### src/rtl/unsigned_seq_div_16by8_if.sv
`default_nettype none
// ============================================================================
// Module      : unsigned_seq_div_16by8_if
// Description : Operand/result handshake bundle for the 16/8 sequential divider
// Revision    : 1.0
// ============================================================================
interface unsigned_seq_div_16by8_if;
  logic        in_valid;
  logic        in_ready;
  logic [15:0] z;
  logic [7:0]  y;
  logic        out_valid;
  logic        out_ready;
  logic [15:0] q;
  logic [7:0]  r;
  logic        div_by_zero;

  modport master (
    output in_valid, z, y, out_ready,
    input  in_ready, out_valid, q, r, div_by_zero
  );

  modport slave (
    input  in_valid, z, y, out_ready,
    output in_ready, out_valid, q, r, div_by_zero
  );
endinterface
`default_nettype wire

### src/rtl/unsigned_seq_div_16by8.sv
`default_nettype none
// ============================================================================
// Module      : unsigned_seq_div_16by8
// Description : Restoring radix-2 unsigned 16/8 divider, one quotient bit per
//               clock, with optional skipping of the last TRUNC iterations.
// Revision    : 1.0
// ============================================================================
module unsigned_seq_div_16by8 #(
  parameter int TRUNC = 0
) (
  input wire                      clk,
  input wire                      rst_n,
  unsigned_seq_div_16by8_if.slave bus
);

  localparam int         N_ITER = 16 - TRUNC;
  localparam logic [4:0] N_INIT = 5'(N_ITER);

  typedef enum logic [1:0] {
    IDLE = 2'd0,
    BUSY = 2'd1,
    DONE = 2'd2
  } state_t;

  state_t      state;
  state_t      state_nxt;

  logic [15:0] dvd;
  logic [7:0]  dvs;
  logic [7:0]  rem;
  logic [14:0] quot;
  logic [4:0]  cnt;
  logic [15:0] q_reg;
  logic [7:0]  r_reg;
  logic        dbz;

  logic        accept;
  logic        last;
  logic [8:0]  r9;
  logic        ge;
  logic [7:0]  rem_nxt;
  logic [15:0] q_full;

  assign accept = (state == IDLE) && bus.in_valid;
  assign last   = (state == BUSY) && (cnt == 5'd1);

  // r9 - dvs is always below 256 when ge holds, so an 8-bit subtract is exact.
  assign r9      = {rem, dvd[15]};
  assign ge      = (r9 >= {1'b0, dvs});
  assign rem_nxt = ge ? (r9[7:0] - dvs) : r9[7:0];
  assign q_full  = {quot, ge} << TRUNC;

  always_ff @(posedge clk or negedge rst_n) begin
    if (!rst_n) begin
      state <= IDLE;
    end else begin
      state <= state_nxt;
    end
  end

  always_comb begin
    state_nxt = state;
    case (state)
      IDLE: begin
        if (bus.in_valid) begin
          state_nxt = (bus.y == 8'd0) ? DONE : BUSY;
        end
      end
      BUSY: begin
        if (cnt == 5'd1) begin
          state_nxt = DONE;
        end
      end
      DONE: begin
        if (bus.out_ready) begin
          state_nxt = IDLE;
        end
      end
      default: state_nxt = IDLE;
    endcase
  end

  always_ff @(posedge clk or negedge rst_n) begin
    if (!rst_n) begin
      dvd   <= '0;
      dvs   <= '0;
      rem   <= '0;
      quot  <= '0;
      cnt   <= '0;
      q_reg <= '0;
      r_reg <= '0;
      dbz   <= 1'b0;
    end else if (accept) begin
      dvd  <= bus.z;
      dvs  <= bus.y;
      rem  <= '0;
      quot <= '0;
      dbz  <= 1'b0;
      cnt  <= N_INIT;
      if (bus.y == 8'd0) begin
        cnt   <= '0;
        q_reg <= 16'hFFFF;
        r_reg <= 8'hFF;
        dbz   <= 1'b1;
      end
    end else if (state == BUSY) begin
      dvd  <= {dvd[14:0], 1'b0};
      rem  <= rem_nxt;
      quot <= {quot[13:0], ge};
      cnt  <= cnt - 5'd1;
      // Results are captured only at the final iteration so q/r stay steady in DONE.
      if (last) begin
        q_reg <= q_full;
        r_reg <= rem_nxt;
      end
    end
  end

  assign bus.in_ready    = (state == IDLE);
  assign bus.out_valid   = (state == DONE);
  assign bus.q           = q_reg;
  assign bus.r           = r_reg;
  assign bus.div_by_zero = dbz;

endmodule
`default_nettype wire

### src/flat_wrapper.sv
// flat-port wrapper written by rule: the top's interface ports become plain ports
module unsigned_seq_div_16by8_flat 
#(
  parameter int TRUNC = 0
)
  (clk, rst_n, bus_in_valid, bus_z, bus_y, bus_out_ready, bus_in_ready, bus_out_valid, bus_q, bus_r, bus_div_by_zero);
  unsigned_seq_div_16by8_if bus_i ();
  input wire clk;
  input wire rst_n;
  input wire logic [$bits(bus_i.in_valid)-1:0] bus_in_valid;
  input wire logic [$bits(bus_i.z)-1:0] bus_z;
  input wire logic [$bits(bus_i.y)-1:0] bus_y;
  input wire logic [$bits(bus_i.out_ready)-1:0] bus_out_ready;
  output wire logic [$bits(bus_i.in_ready)-1:0] bus_in_ready;
  output wire logic [$bits(bus_i.out_valid)-1:0] bus_out_valid;
  output wire logic [$bits(bus_i.q)-1:0] bus_q;
  output wire logic [$bits(bus_i.r)-1:0] bus_r;
  output wire logic [$bits(bus_i.div_by_zero)-1:0] bus_div_by_zero;
  assign bus_i.in_valid = bus_in_valid;
  assign bus_i.z = bus_z;
  assign bus_i.y = bus_y;
  assign bus_i.out_ready = bus_out_ready;
  assign bus_in_ready = bus_i.in_ready;
  assign bus_out_valid = bus_i.out_valid;
  assign bus_q = bus_i.q;
  assign bus_r = bus_i.r;
  assign bus_div_by_zero = bus_i.div_by_zero;
  unsigned_seq_div_16by8 #(.TRUNC(TRUNC)) u_core (.clk(clk), .rst_n(rst_n), .bus(bus_i));
endmodule
### config.mk
export PLATFORM = sky130hd
export DESIGN_NAME = unsigned_seq_div_16by8_flat
export DESIGN_NICKNAME = d
export VERILOG_FILES = /design/src/rtl/unsigned_seq_div_16by8_if.sv /design/src/rtl/unsigned_seq_div_16by8.sv /design/src/flat_wrapper.sv
export SDC_FILE = /design/constraint.sdc
export NUM_CORES = 1
export LEC_CHECK = 0
export CAP_MARGIN = 15
export CORE_MARGIN = 10
export CORE_UTILIZATION = 58
export DETAILED_ROUTE_END_ITERATION = 10
export HOLD_SLACK_MARGIN = 0.12
export PLACE_DENSITY = 0.91
export SYNTH_ARGS = -nofsm -noshare
export SYNTH_HDL_FRONTEND = slang
export SYNTH_SLANG_ARGS = --single-unit
### constraint.sdc
create_clock -name clk -period 3.18 [get_ports clk]
set_clock_uncertainty 0.15 [all_clocks]
set_input_delay 0.318 -clock clk [delete_from_list [all_inputs] [get_ports clk]]
set_output_delay 0.318 -clock clk [all_outputs]
set_load 0.01 [all_outputs]
==> out/results.ini, run 1 <==
[outcome]
status = completed

[synth]
yosys_warnings = 0
synthCells = 388
yosys.area.top_type = dfrtp_1
ys_types = 53
synthesis.nets = 427
syn_area_mm2 = 0.00377
ys_seq_area_share_pct = 52.5
ys_seq_elements = 79
synth_ff_type = dfrtp_1
synth_edf_count = 0
yosys-top-cells-area = dfrtp_1, nand2_1, o21ai_0
syn_area_per_cell_um2 = 9.71
async_flop_share_pct = 100
synth.top_cell.area_share_pct = 52.5

[die]
dieArea_mm2 = 0.0101
pin_count = 55
fp.coreArea_mm2 = 0.00631
die_w_um = 101
die_h_um = 101
row_count = 29
initial_utilization_pct = 59.7

[power]
power_density_mw_per_mm2 = 1150
seqPwrFrac_pct = 35.2
power_frac_clock_pct = 12.5
sw_frac_of_total_pct = 43.4
p_int_mw = 2.93
netSwitchingPower_mw = 2.25
irDropWorstVdd_v = 0.000601
leakage_nw = 1.98
comb_power_share_pct = 52.3

[global_routing]
grt_pass1_vias = 3025
grt-ovfl-total = 0
grtUsageTotal_pct = 18.4
antenna_found_initial = 0
grt_pass1_wl_um = 15200
grt_max_degree = 80

[layout]
layout_common_cells = nand2_1, dfrtp_1, clkdlybuf4s50_1
syn2layout_area_growth_pct = 19.4
antenna_cells = 0
multi_input_area_mm2 = 0.00162
seq_area_mm2 = 0.00198
drive_above_1_share_pct = 6.85
fin_nets = 473
design_area_mm2 = 0.00450
final_common_cell = nand2_1
fill_cells = 463

[timing]
setup_viol = 0
rsz0062_at_grt = no
hold_slack_ps = 334
final_hold_viol_count = 0
fin_crit_sh_pct = 77.3
relSlewSlack_pct = 35.8
layout_min_cycle_time_ps = 2460
max_freq_mhz = 407
drv_slew = 0
worst_slew_pin_slew_ps = 960
finalSetupTns_ps = 0

[route]
routedWlPerCell_um = 18.0
drt_iter0_drc = 302
viasPerCell = 6.18
drt-total-wl_um = 9270
drt_pass1_iterations = 5
postRouteAntennaNets = 0
drc = 0
vias = 3184

[placement]
dpl_cell_area_mm2 = 0.00433
io_buffers = 54
gp_congestion = 0.928
hpwl_um = 6320

[setup_path]
critPathArrivalTime_ps = 2550
crit_path_start_kind = flip-flop
cp_max_fo = 17
worstSetupEndpointType = flip-flop
worstPathRequired_ps = 3270
crit_type = flip-flop to flip-flop

[hold_path]
hp-class = flip-flop to flip-flop

[clocking]
cts_tree = yes
clkTransAtPathRegs_ps = 80
clockBufferDepth = 2
cts_resized = 0
cts_sinks = 79
cts_buffers = 9
clk_latency_ps = 350
htreeDepth = 3
cts_setup_buffers = 0
root_buffer = clkbuf_8

[run]
drv_cap = 0

worst max-delay path: stages (launching register included):
cell and delay (ps):
dfrtp_1 430, ha_1 370, a21oi_1 270, nand2_1 160
o221ai_4 470, a21oi_1 150, o32a_1 350
metrics by stage:
step / util, % / total power [mW] / worst slack, ps / instances
after floorplan: - / 3.63 / 1100 / 388
after global placement: 68.5 / 4.36 / 872 / 499
after detailed placement: 68.5 / 4.51 / 762 / 499
after CTS: 71.3 / 5.17 / 743 / 515
after global routing: 71.3 / 5.59 / 606 / 515
final: 71.3 / 5.18 / 722 / 515
cell usage after synthesis (8+ instances only):
master    number
a22oi_1       14
nand3_1       14
dfrtp_1       79
nand2_1       81
ha_1          10
a31oi_1        8
inv_1         14
o21ai_0       34
buf_2          8
a21oi_1       16
nor2_1        14
clkbuf_1      13
o22a_1        15
final timing paths:
check                      slack [ps]  cells past startpoint               to          start
max                               720                      6  u_core.bus.r[1]  u_core.rem[3]
min                               330                      2    u_core.dvd[2]  u_core.dvd[2]
max reg2reg                       720                      6  u_core.bus.r[1]  u_core.rem[3]
min reg2reg                       330                      2    u_core.dvd[2]  u_core.dvd[2]
max in group asynchronous        1750                      2  u_core.bus.r[3]          rst_n
min in group asynchronous         500                      2    u_core.dvd[3]          rst_n
routing by layer:
metal	wire length, um	part of all wire (%)	vias to the layer above	GRT usage, %
met5	0	0	-	0
met4	148	1.6	0	7.39
met3	666	7.2	14	4.73
met2	4600	50	148	29.0
met1	3850	42	1557	23.6
li1	-	-	1465	-
area by class of cell:
type                            instances  area share (%)
Inverter                               14            1.17
Clock buffer                           10            2.84
Multi-Input combinational cell        269            36.0
Sequential cell                        79            43.9
Clock inverter                          5           0.779
Timing Repair Buffer                   61            13.2
Tap cell                               77            2.14
cell families (layout without fill, tap and decap cells):
family / after synthesis / in the layout / share of synthesized area (%)
multiplexers: 1 / 1 / 0.266
adder cells (fa/ha/maj): 11 / 11 / 3.85
XOR/XNOR: 5 / 5 / 1.16
flip-flops: 79 / 79 / 52.5
buffers and inverters: 40 / 90 / 4.65
AND/OR/NAND/NOR: 139 / 139 / 16.4
AO/OA/AOI/OAI: 113 / 113 / 21.2
repair_timing:
| item | CTS | global route |
|---|---|---|
| endpoints found under the setup margin | 0 | 0 |
| hold endpoints to repair | 79 | 0 |
| hold buffers | 1 | 0 |
power groups by stage:
| stage | combinational (mW) | clock (mW) | sequential [mW] |
|---|---|---|---|
| after global routing | 3.01 | 0.700 | 1.88 |
| after CTS | 2.70 | 0.652 | 1.82 |
| after floorplan | 1.82 | 0 | 1.82 |
| after global placement | 2.56 | 0 | 1.81 |
| final | 2.71 | 0.647 | 1.82 |
| after detailed placement | 2.68 | 0 | 1.83 |
Power figures use the tool's default switching activity.
==> run 2, diff against run 1 <==
--- a/config.mk
+++ b/config.mk
@@ -7,10 +7,10 @@
 export LEC_CHECK = 0
 export CAP_MARGIN = 15
 export CORE_MARGIN = 10
-export CORE_UTILIZATION = 58
+export CORE_UTILIZATION = 49
 export DETAILED_ROUTE_END_ITERATION = 10
 export HOLD_SLACK_MARGIN = 0.12
-export PLACE_DENSITY = 0.91
+export PLACE_DENSITY = 0.83
 export SYNTH_ARGS = -nofsm -noshare
 export SYNTH_HDL_FRONTEND = slang
 export SYNTH_SLANG_ARGS = --single-unit
==> constraint.sdc (replaced) <==
create_clock -name clk -period 2 [get_ports clk]
set_clock_uncertainty 0.15 [all_clocks]
set_input_delay 0.2 -clock clk [delete_from_list [all_inputs] [get_ports clk]]
set_output_delay 0.2 -clock clk [all_outputs]
set_load 0.01 [all_outputs]
==> run 2 against run 1 <==
Effect of this change:
- the run now ends with negative setup slack left
- global-route usage down 0.51 points
- cell count up 13%
- core utilization down 0.33 points
- sequential power up 60%
- register-to-register slack worse by 930 ps
- critical path depth up 1
- critical endpoint is now u_core.rem[4]
- largest cell class unchanged
==> out/results.ini, run 2 (synthesis results as in run 1) <==
[setup_path]
cp_slowest_cell = dfrtp_1
cp_slowest_stage_delay_ps = 410  ; -60 ps
cp_cell_sequence = ha_2, fa_2, nand2b_4, a21oi_4, xor2_2, a21oi_2, o31ai_1
critPathArrivalTime_ps = 2290  ; -260 ps
cp_max_fo = 2  ; -15
reg2reg_slack_ps = -210  ; -930 ps
crit_path_start_kind = flip-flop
crit_type = flip-flop to flip-flop
worstPathRequired_ps = 2090  ; -1180 ps
worstSetupEndpointType = flip-flop

[placement]
dpl_worst_slack_ps = -175  ; -937 ps
post-place-cells = 561  ; +12%
io_buffers = 54  ; unchanged
hpwl_um = 6950  ; +10%
gp_congestion = 0.904  ; -2.5%

[route]
vias = 3410  ; +7.1%
drt_pass1_iterations = 5  ; unchanged
postRouteAntennaNets = 0  ; unchanged
drt-total-wl_um = 10700  ; +16%
viasPerCell = 5.84  ; -5.6%
drt_iter0_drc = 294  ; -2.6%
drc = 0  ; unchanged
routedWlPerCell_um = 18.4  ; +2.1%

[power]
power_frac_clock_pct = 10.8  ; -1.7 points
p_int_mw = 5.92  ; +100%
irDropWorstVdd_v = 0.000881  ; +47%
power_density_mw_per_mm2 = 1970  ; +71%
sw_frac_of_total_pct = 42.7  ; -0.75 points
seqPwrFrac_pct = 28.3  ; -6.9 points
leakage_nw = 2.28  ; +15%
power.total_mw = 10.3  ; +99%
netSwitchingPower_mw = 4.40  ; +96%
comb_power_share_pct = 60.8  ; +8.5 points

[layout]
syn2layout_area_growth_pct = 38.8
multi_input_area_mm2 = 0.00186  ; +15%
instances_no_fill = 584  ; +13%
fill_cells = 493  ; +6.5%
fin_nets = 520  ; +9.9%
postLayoutCoreUtil_pct = 70.9  ; -0.33 points
seq_area_mm2 = 0.00198  ; about the same
antenna_cells = 0  ; unchanged
layout_common_cells = nand2_1, dfrtp_1, clkdlybuf4s50_1
final_common_cell = nand2_1
drive_above_1_share_pct = 24.5  ; +18 points

[hold_path]
hp-class = primary input to async pin

[outcome]
violations = negative setup slack
status = finished, violations left

[die]
pin_count = 55  ; unchanged
initial_utilization_pct = 51.1  ; -8.6 points
die_w_um = 108  ; +7.0%
fp.coreArea_mm2 = 0.00737  ; +17%
row_count = 31  ; +6.9%
dieArea_mm2 = 0.0116  ; +15%
die_h_um = 108  ; +7.0%

[timing]
final_hold_viol_count = 0  ; unchanged
max_freq_mhz = 453  ; +11%
drv_slew = 0  ; unchanged
layout_min_cycle_time_ps = 2210  ; -252 ps
setup_slack_ps = -207  ; -928 ps
worst_slew_pin_slew_ps = 571  ; -389 ps
relSlewSlack_pct = 61.9  ; +26 points
setup_viol = 16  ; +16
rsz0062_at_grt = yes
fin_crit_sh_pct = 110  ; +33 points

[clocking]
root_buffer = clkbuf_8
clockBufferDepth = 2  ; unchanged
htreeDepth = 3  ; unchanged
cts_tree = yes
cts_sinks = 79  ; unchanged
clk_latency_ps = 360  ; about the same
cts_buffers = 9  ; unchanged
clkTransAtPathRegs_ps = 90  ; about the same

[global_routing]
grt_pass1_wl_um = 17000  ; +12%
grt_max_degree = 50  ; -38%
grt_pass1_vias = 3447  ; +14%
grt-ovfl-total = 0  ; unchanged
grtUsageTotal_pct = 17.9  ; -0.51 points
antenna_found_initial = 0  ; unchanged

[run]
drv_cap = 0  ; unchanged

-- run 2: critical path: cells and delay by family, from the launching register on --
family,cells,cell delay [ps]
and+or+nand+nor,1,170
AOI/OAI and AO/OA,3,550
DFF,1,410
adders and majority gates,2,610
xor gates and xnor gates,1,210
-- run 2: power groups by stage --
| stage | Clock, mW | Combinational [mW] | Sequential (mW) |
|---|---|---|---|
| 6_report | 1.12 | 6.28 | 2.92 |
| 5_1_grt | 1.19 | 6.77 | 2.99 |
| 4_1_cts | 1.12 | 5.60 | 2.88 |
| 3_5_place_dp | 0 | 5.12 | 2.89 |
| 3_3_place_gp | 0 | 4.91 | 2.85 |
| 2_1_floorplan | 0 | 2.94 | 2.89 |
-- run 2: final cells by class --
type                            instances  area share [%]
Clock buffer                           10            2.63
Clock inverter                          5           0.814
Timing Repair Buffer                  108            19.7
Sequential cell                        79            37.8
Tap cell                               99            2.37
Inverter                               14            1.01
Multi-Input combinational cell        269            35.6
-- run 2: final timing paths --
| path | from | end | cells past startpoint |
|---|---|---|---|
| worst min register to register | u_core.dvd[7] | u_core.dvd[7] | 2 |
| worst max register to register | u_core.dvs[0] | u_core.rem[4] | 7 |
| min in group clk | bus_out_ready | u_core.state[1] | 3 |
| worst min-delay path | rst_n | u_core.dvd[7] | 2 |
| worst max-delay path | u_core.dvs[0] | u_core.rem[4] | 7 |
| max in group asynchronous | rst_n | u_core.bus.r[4] | 3 |
-- run 2: what timing repair did --
action | in CTS | in global routing
hold buffers | 1 | 0
endpoints found under the hold margin | 79 | 0
setup buffers | 4 | 3
endpoints found under the setup margin | 18 | 22
pin swaps | 11 | 19
gates resized for setup | 25 | 33
-- run 2: through the flow --
| stage | instance area, um^2 | hold slack, ps | setup TNS, ps |
|---|---|---|---|
| global placement | 4740 | 48.2 | -686 |
| detailed placement | 4740 | 53.6 | -1940 |
| finish | 5230 | 212 | -1150 |
| floorplan | 3790 | -246 | -3.83 |
| global route | 5230 | 264 | -2180 |
| CTS | 5060 | 221 | -927 |
-- run 2: per-layer routing --
layer / track usage, % / vias to the layer above / wire, um
li1: - / 1565 / -
met1: 22.4 / 1658 / 4450
met2: 28.9 / 157 / 5290
met3: 4.43 / 30 / 698
met4: 7.35 / 0 / 282
met5: 0 / - / 0
